### src/rtl/conv_tile_scheduler.sv
// Tile sequencer for the 4x4-output convolution engine: walks a tiles_h x tiles_w map in
// raster order, running load -> start -> wait-for-done -> four-row write-back per tile.
module conv_tile_scheduler #(
   parameter int CNT_W   = 4,
   parameter int TIMEOUT = 512,
   parameter int TO_W    = 10
) (
   input  logic             clk,
   input  logic             rst_n,
   input  logic             cmd_valid,
   output logic             cmd_ready,
   input  logic [CNT_W-1:0] cmd_tiles_h,
   input  logic [CNT_W-1:0] cmd_tiles_w,
   output logic             load_req,
   input  logic             load_ack,
   output logic [CNT_W-1:0] tile_row,
   output logic [CNT_W-1:0] tile_col,
   output logic             conv_start,
   input  logic             conv_done,
   output logic             wb_valid,
   input  logic             wb_ready,
   output logic [1:0]       wb_row,
   output logic             busy,
   output logic             irq_done,
   output logic             err
);

   typedef enum logic [2:0] {IDLE, LOAD, START, WAIT, WB, NEXT, FIN} state_t;

   state_t           state, state_next;
   logic [CNT_W-1:0] tiles_h, tiles_w, tiles_h_next, tiles_w_next;
   logic [CNT_W-1:0] tile_row_next, tile_col_next;
   logic [TO_W-1:0]  to_cnt, to_cnt_next;
   logic [1:0]       wb_row_next;
   logic             err_next, done_q, done_edge;
   logic             cmd_ready_next, load_req_next, conv_start_next;
   logic             wb_valid_next, busy_next, irq_done_next;

   // Only a fresh rising edge counts; done_q resets high so a stale level is never an edge.
   assign done_edge = conv_done && !done_q;

   always_ff @(posedge clk or negedge rst_n) begin
      if (!rst_n) begin
         state      <= IDLE;
         tiles_h    <= '0;
         tiles_w    <= '0;
         tile_row   <= '0;
         tile_col   <= '0;
         to_cnt     <= '0;
         wb_row     <= 2'd0;
         err        <= 1'b0;
         done_q     <= 1'b1;
         cmd_ready  <= 1'b1;
         load_req   <= 1'b0;
         conv_start <= 1'b0;
         wb_valid   <= 1'b0;
         busy       <= 1'b0;
         irq_done   <= 1'b0;
      end else begin
         state      <= state_next;
         tiles_h    <= tiles_h_next;
         tiles_w    <= tiles_w_next;
         tile_row   <= tile_row_next;
         tile_col   <= tile_col_next;
         to_cnt     <= to_cnt_next;
         wb_row     <= wb_row_next;
         err        <= err_next;
         done_q     <= conv_done;
         cmd_ready  <= cmd_ready_next;
         load_req   <= load_req_next;
         conv_start <= conv_start_next;
         wb_valid   <= wb_valid_next;
         busy       <= busy_next;
         irq_done   <= irq_done_next;
      end
   end

   always_comb begin
      state_next    = state;
      tiles_h_next  = tiles_h;
      tiles_w_next  = tiles_w;
      tile_row_next = tile_row;
      tile_col_next = tile_col;
      to_cnt_next   = to_cnt;
      wb_row_next   = wb_row;
      err_next      = err;
      case (state)
         IDLE: begin
            if (cmd_valid && cmd_ready) begin
               tiles_h_next  = cmd_tiles_h;
               tiles_w_next  = cmd_tiles_w;
               tile_row_next = '0;
               tile_col_next = '0;
               err_next      = 1'b0;
               if (cmd_tiles_h == '0 || cmd_tiles_w == '0) begin
                  err_next   = 1'b1;
                  state_next = FIN;
               end else begin
                  state_next = LOAD;
               end
            end
         end
         LOAD: begin
            if (load_ack) begin
               to_cnt_next = '0;
               state_next  = START;
            end
         end
         START: begin
            to_cnt_next = to_cnt + TO_W'(1);
            state_next  = WAIT;
         end
         WAIT: begin
            to_cnt_next = to_cnt + TO_W'(1);
            if (done_edge) begin
               wb_row_next = 2'd0;
               state_next  = WB;
            end else if (to_cnt == TO_W'(TIMEOUT - 1)) begin
               err_next   = 1'b1;
               state_next = FIN;
            end
         end
         WB: begin
            if (wb_ready) begin
               wb_row_next = wb_row + 2'd1;
               if (wb_row == 2'd3) state_next = NEXT;
            end
         end
         NEXT: begin
            if (tile_col < tiles_w - CNT_W'(1)) begin
               tile_col_next = tile_col + CNT_W'(1);
               state_next    = LOAD;
            end else begin
               tile_col_next = '0;
               if (tile_row < tiles_h - CNT_W'(1)) begin
                  tile_row_next = tile_row + CNT_W'(1);
                  state_next    = LOAD;
               end else begin
                  state_next = FIN;
               end
            end
         end
         FIN:     state_next = IDLE;
         default: state_next = IDLE;
      endcase
   end

   // Outputs are registered, so they are decoded from the state being entered.
   always_comb begin
      cmd_ready_next  = (state_next == IDLE);
      busy_next       = (state_next != IDLE);
      load_req_next   = (state_next == LOAD);
      conv_start_next = (state_next == START);
      wb_valid_next   = (state_next == WB);
      irq_done_next   = (state_next == FIN);
   end

endmodule

### config.mk
export PLATFORM = sky130hd
export DESIGN_NAME = conv_tile_scheduler
export DESIGN_NICKNAME = d
export VERILOG_FILES = /design/src/rtl/conv_tile_scheduler.sv
export SDC_FILE = /design/constraint.sdc
export NUM_CORES = 1
export LEC_CHECK = 0
export CAP_MARGIN = 20
export CORE_ASPECT_RATIO = 0.9
export CORE_MARGIN = 10
export CORE_UTILIZATION = 53
export CTS_BUF_LIST = sky130_fd_sc_hd__clkbuf_4 sky130_fd_sc_hd__clkbuf_8 sky130_fd_sc_hd__clkbuf_16
export DETAILED_ROUTE_END_ITERATION = 12
export PLACE_DENSITY = 0.88
export SLEW_MARGIN = 30
export SYNTH_ARGS = -nofsm -noshare
export SYNTH_HDL_FRONTEND = slang
export SYNTH_SLANG_ARGS = --single-unit
export TNS_END_PERCENT = 20
### constraint.sdc
create_clock -name clk -period 3.2 [get_ports clk]
set_clock_uncertainty 0.05 [all_clocks]
set_input_delay 0.32 -clock clk [delete_from_list [all_inputs] [get_ports clk]]
set_output_delay 0.32 -clock clk [all_outputs]
set_load 0.01 [all_outputs]
==> impl_metrics.tcl <==
set metrics [dict create \
    yosysSeqAreaShare_pct 47.8 \
    htreeDepth 2 \
    grt_pass1_wl_um 7250 \
    synthFlopType "dfrtp_1" \
    grt_max_degree 40 \
    cts_made_buffers 5 \
    clockBufferDepth 2 \
    grt_pass1_vias 1588 \
    ant_nets 0 \
    core.rowCount 21 \
    power_density_mw_per_mm2 826 \
    cp.buffers_inverters 1 \
    crit_slowest_cell "a221oi_2" \
    drive_gt1_share_pct 11.1 \
    vias 1631 \
    hpwlAfterDp_um 3230 \
    die_w_um 85.5 \
    rsz0062_at_grt "false" \
    syn_area_mm2 0.00205 \
    die_h_um 78.9 \
    worst_pin_slew_ns 0.830 \
    ir_drop_mv 0.532 \
    p_seq_share_pct 40.0 \
    timing.hold.ws_ns 0.0662 \
    status "finished clean" \
    ys_types 46 \
    cts_num_sinks 39 \
    fin_crit_sh_pct 82.6 \
    antenna_found_initial 0 \
    synth_fp_nets 234 \
    slew_viol_final 0 \
    combPwrFrac_pct 43.7 \
    async_reset_ff_share_pct 100 \
    post-route-min-period_ns 2.64 \
    hold_viol_final 0 \
    max_clock_freq_mhz 378 \
    vias_per_cell 5.62 \
    drt-total-wl_um 4330 \
    yosysWarnings 0 \
    r2r_slack_ns 0.56 \
    total_power_mw 2.05 \
    layout_setup_ws_ns 0.556 \
    crit_chain "nor3_1 -> xnor2_1 -> ha_1 -> nor3_2 -> o2bb2ai_2 -> a221oi_2 -> a221oi_2 -> inv_2 -> or3_1" \
    crit-reg2reg-launch "tiles_w[2]$_DFFE_PN0P_" \
    diodes 0 \
    critPathArrivalTime_ns 2.77 \
    rr_worst_depth 9 \
    clkTransAtPathRegs_ns 0.07 \
    worst_skew_pair.late_latency_ns 0.30 \
    start_kind "flip-flop" \
    p_sw_mw 0.817 \
    slowest_delay_ns 0.42 \
    nets 269 \
    place_ws_ns 0.572 \
    p_int_mw 1.23 \
    final_common_cell "dfrtp_1" \
    cpMostUsedCell "a221oi_2" \
    cts_root_buffer "clkbuf_8" \
    setup_violations 0 \
    core-area_mm2 0.00373 \
    timing.rr.end "busy$_DFF_PN0_" \
    firstDrtPassIters 4 \
    place_congestion 0.775 \
    path_delay_family "simple AND/OR/NAND/NOR gates" \
    finalSetupTns_ns 0 \
    clockPowerShare_pct 16.3 \
    initial_core_util_pct 54.8 \
    synth.avg_cell_area_um2 9.84 \
    final_cell_mix "dfrtp_1 (37), nand2_1 (36), clkdlybuf4s50_1 (29), o21ai_0 (16), nor2_1 (13)" \
    fillers 301 \
    ys_ff_latch 39 \
    hold_class "primary input to asynchronous set/reset pin" \
    drv_cap 0 \
    post_cts_resized 0 \
    worstSetupPathType "flip-flop to flip-flop" \
    syn_inst 208 \
    critPathRequiredTime_ns 3.33 \
    finalCoreUtilization_pct 66.6 \
    cp_max_fo 6 \
    cts_tree "done" \
    holdBufCountCts 0 \
    synth_edf_count 0 \
    portBuffers 30 \
    avgRoutedWirePerCell_um 14.9 \
    post-cts-setup-buffer-count 0 \
    drcViolationCount 0 \
    drt_iter0_markers 63 \
    slew_headroom_pct 44.6 \
    gr-total-overflow 0 \
    worstSetupEndpointType "flip-flop" \
    pin_count 31 \
    track_usage_pct 13.0 \
    syn2layout_area_growth_pct 21.5 \
    leakage_nw 1.13 \
    switching_share_pct 39.8 \
    die-area_mm2 0.00675 \
]
[flip-flops by register name (all words and copies together) (netlist names)]
signal      count
busy            1
cmd_ready       1
conv_start      1
done_q          1
err             1
irq_done        1
load_req        1
state           3
tile_col        4
tile_row        4
tiles_h         4
tiles_w         4
to_cnt         10
wb_row          2
wb_valid        1
[worst max path at each step]
stage / start / to / slack [ns] / cells past startpoint
floorplan: tiles_w[0]$_DFFE_PN0P_ / busy$_DFF_PN0_ / 0.78 / 10
global placement: tiles_w[0]$_DFFE_PN0P_ / busy$_DFF_PN0_ / 0.68 / 10
detailed placement: tiles_w[2]$_DFFE_PN0P_ / busy$_DFF_PN0_ / 0.57 / 9
CTS: tiles_w[2]$_DFFE_PN0P_ / busy$_DFF_PN0_ / 0.57 / 9
global route: tiles_w[0]$_DFFE_PN0P_ / busy$_DFF_PN0_ / 0.36 / 10
finish: tiles_w[2]$_DFFE_PN0P_ / busy$_DFF_PN0_ / 0.56 / 9
[cells by family (layout without fill, tap and decap cells)]
logic type,count (synthesis),in the layout,share of synthesized area (%)
buffers and inverters,14,50,2.69
DFF,39,39,47.8
AOI/OAI and AO/OA,36,36,12.5
and+or+nand+nor,95,95,24.4
xor gates and xnor gates,11,11,4.71
muxes,1,1,0.489
adders and majority gates,12,12,7.34
[power groups by stage]
stage / clock [mW] / combinational, mW / sequential (mW)
after floorplan: 0 / 0.595 / 0.808
after global placement: 0 / 0.862 / 0.818
after detailed placement: 0 / 0.897 / 0.824
after CTS: 0.342 / 0.906 / 0.818
after global routing: 0.358 / 1.01 / 0.843
final: 0.335 / 0.896 / 0.820
[routing by layer]
layer  track usage (%)  vias up  part of all wire (%)
met5                 0        -                     0
met4              4.93        0                   1.2
met3              4.90        6                   6.4
met2              20.4       40                    47
met1              15.8      786                    45
li1                  -      799                     -
[per-stage QoR]
step / instances / area, µm²
floorplan: 208 / 2050
global placement: 282 / 2400
detailed placement: 282 / 2400
CTS: 290 / 2480
global route: 290 / 2480
finish: 290 / 2480
[cells in the mapped netlist (4+ instances only)]
cell type / n / area [µm²]
ha_1: 12 / 150
dfrtp_1: 37 / 926
xor2_1: 5 / 43.8
o21ai_0: 16 / 80.1
nand3_1: 10 / 50.1
inv_1: 8 / 30.0
nand2_1: 36 / 135
nor3_1: 10 / 50.1
or3_1: 4 / 25.0
xnor2_1: 6 / 52.6
a21oi_1: 4 / 20.0
nor2_1: 13 / 48.8
[area by class of cell]
class	count	area [µm²]	share of cell area (%)
inverters	10	37.5	1.51
flip-flops and latches	39	978	39.4
repair buffers	32	310	12.5
multi-input cells	155	1010	40.7
clock inverters	2	12.5	0.504
well taps	46	57.6	2.32
clock buffers	6	76.3	3.07
[worst reg2reg max path, delay by kind of cell, from the launching register on]
family,cells,cell delay (ns)
fa+ha+maj,1,0.24
compound gates,3,0.72
flops,1,0.41
buf+inv,1,0.08
simple gates,3,0.92
xor+xnor,1,0.10
Power figures use the tool's default switching activity.
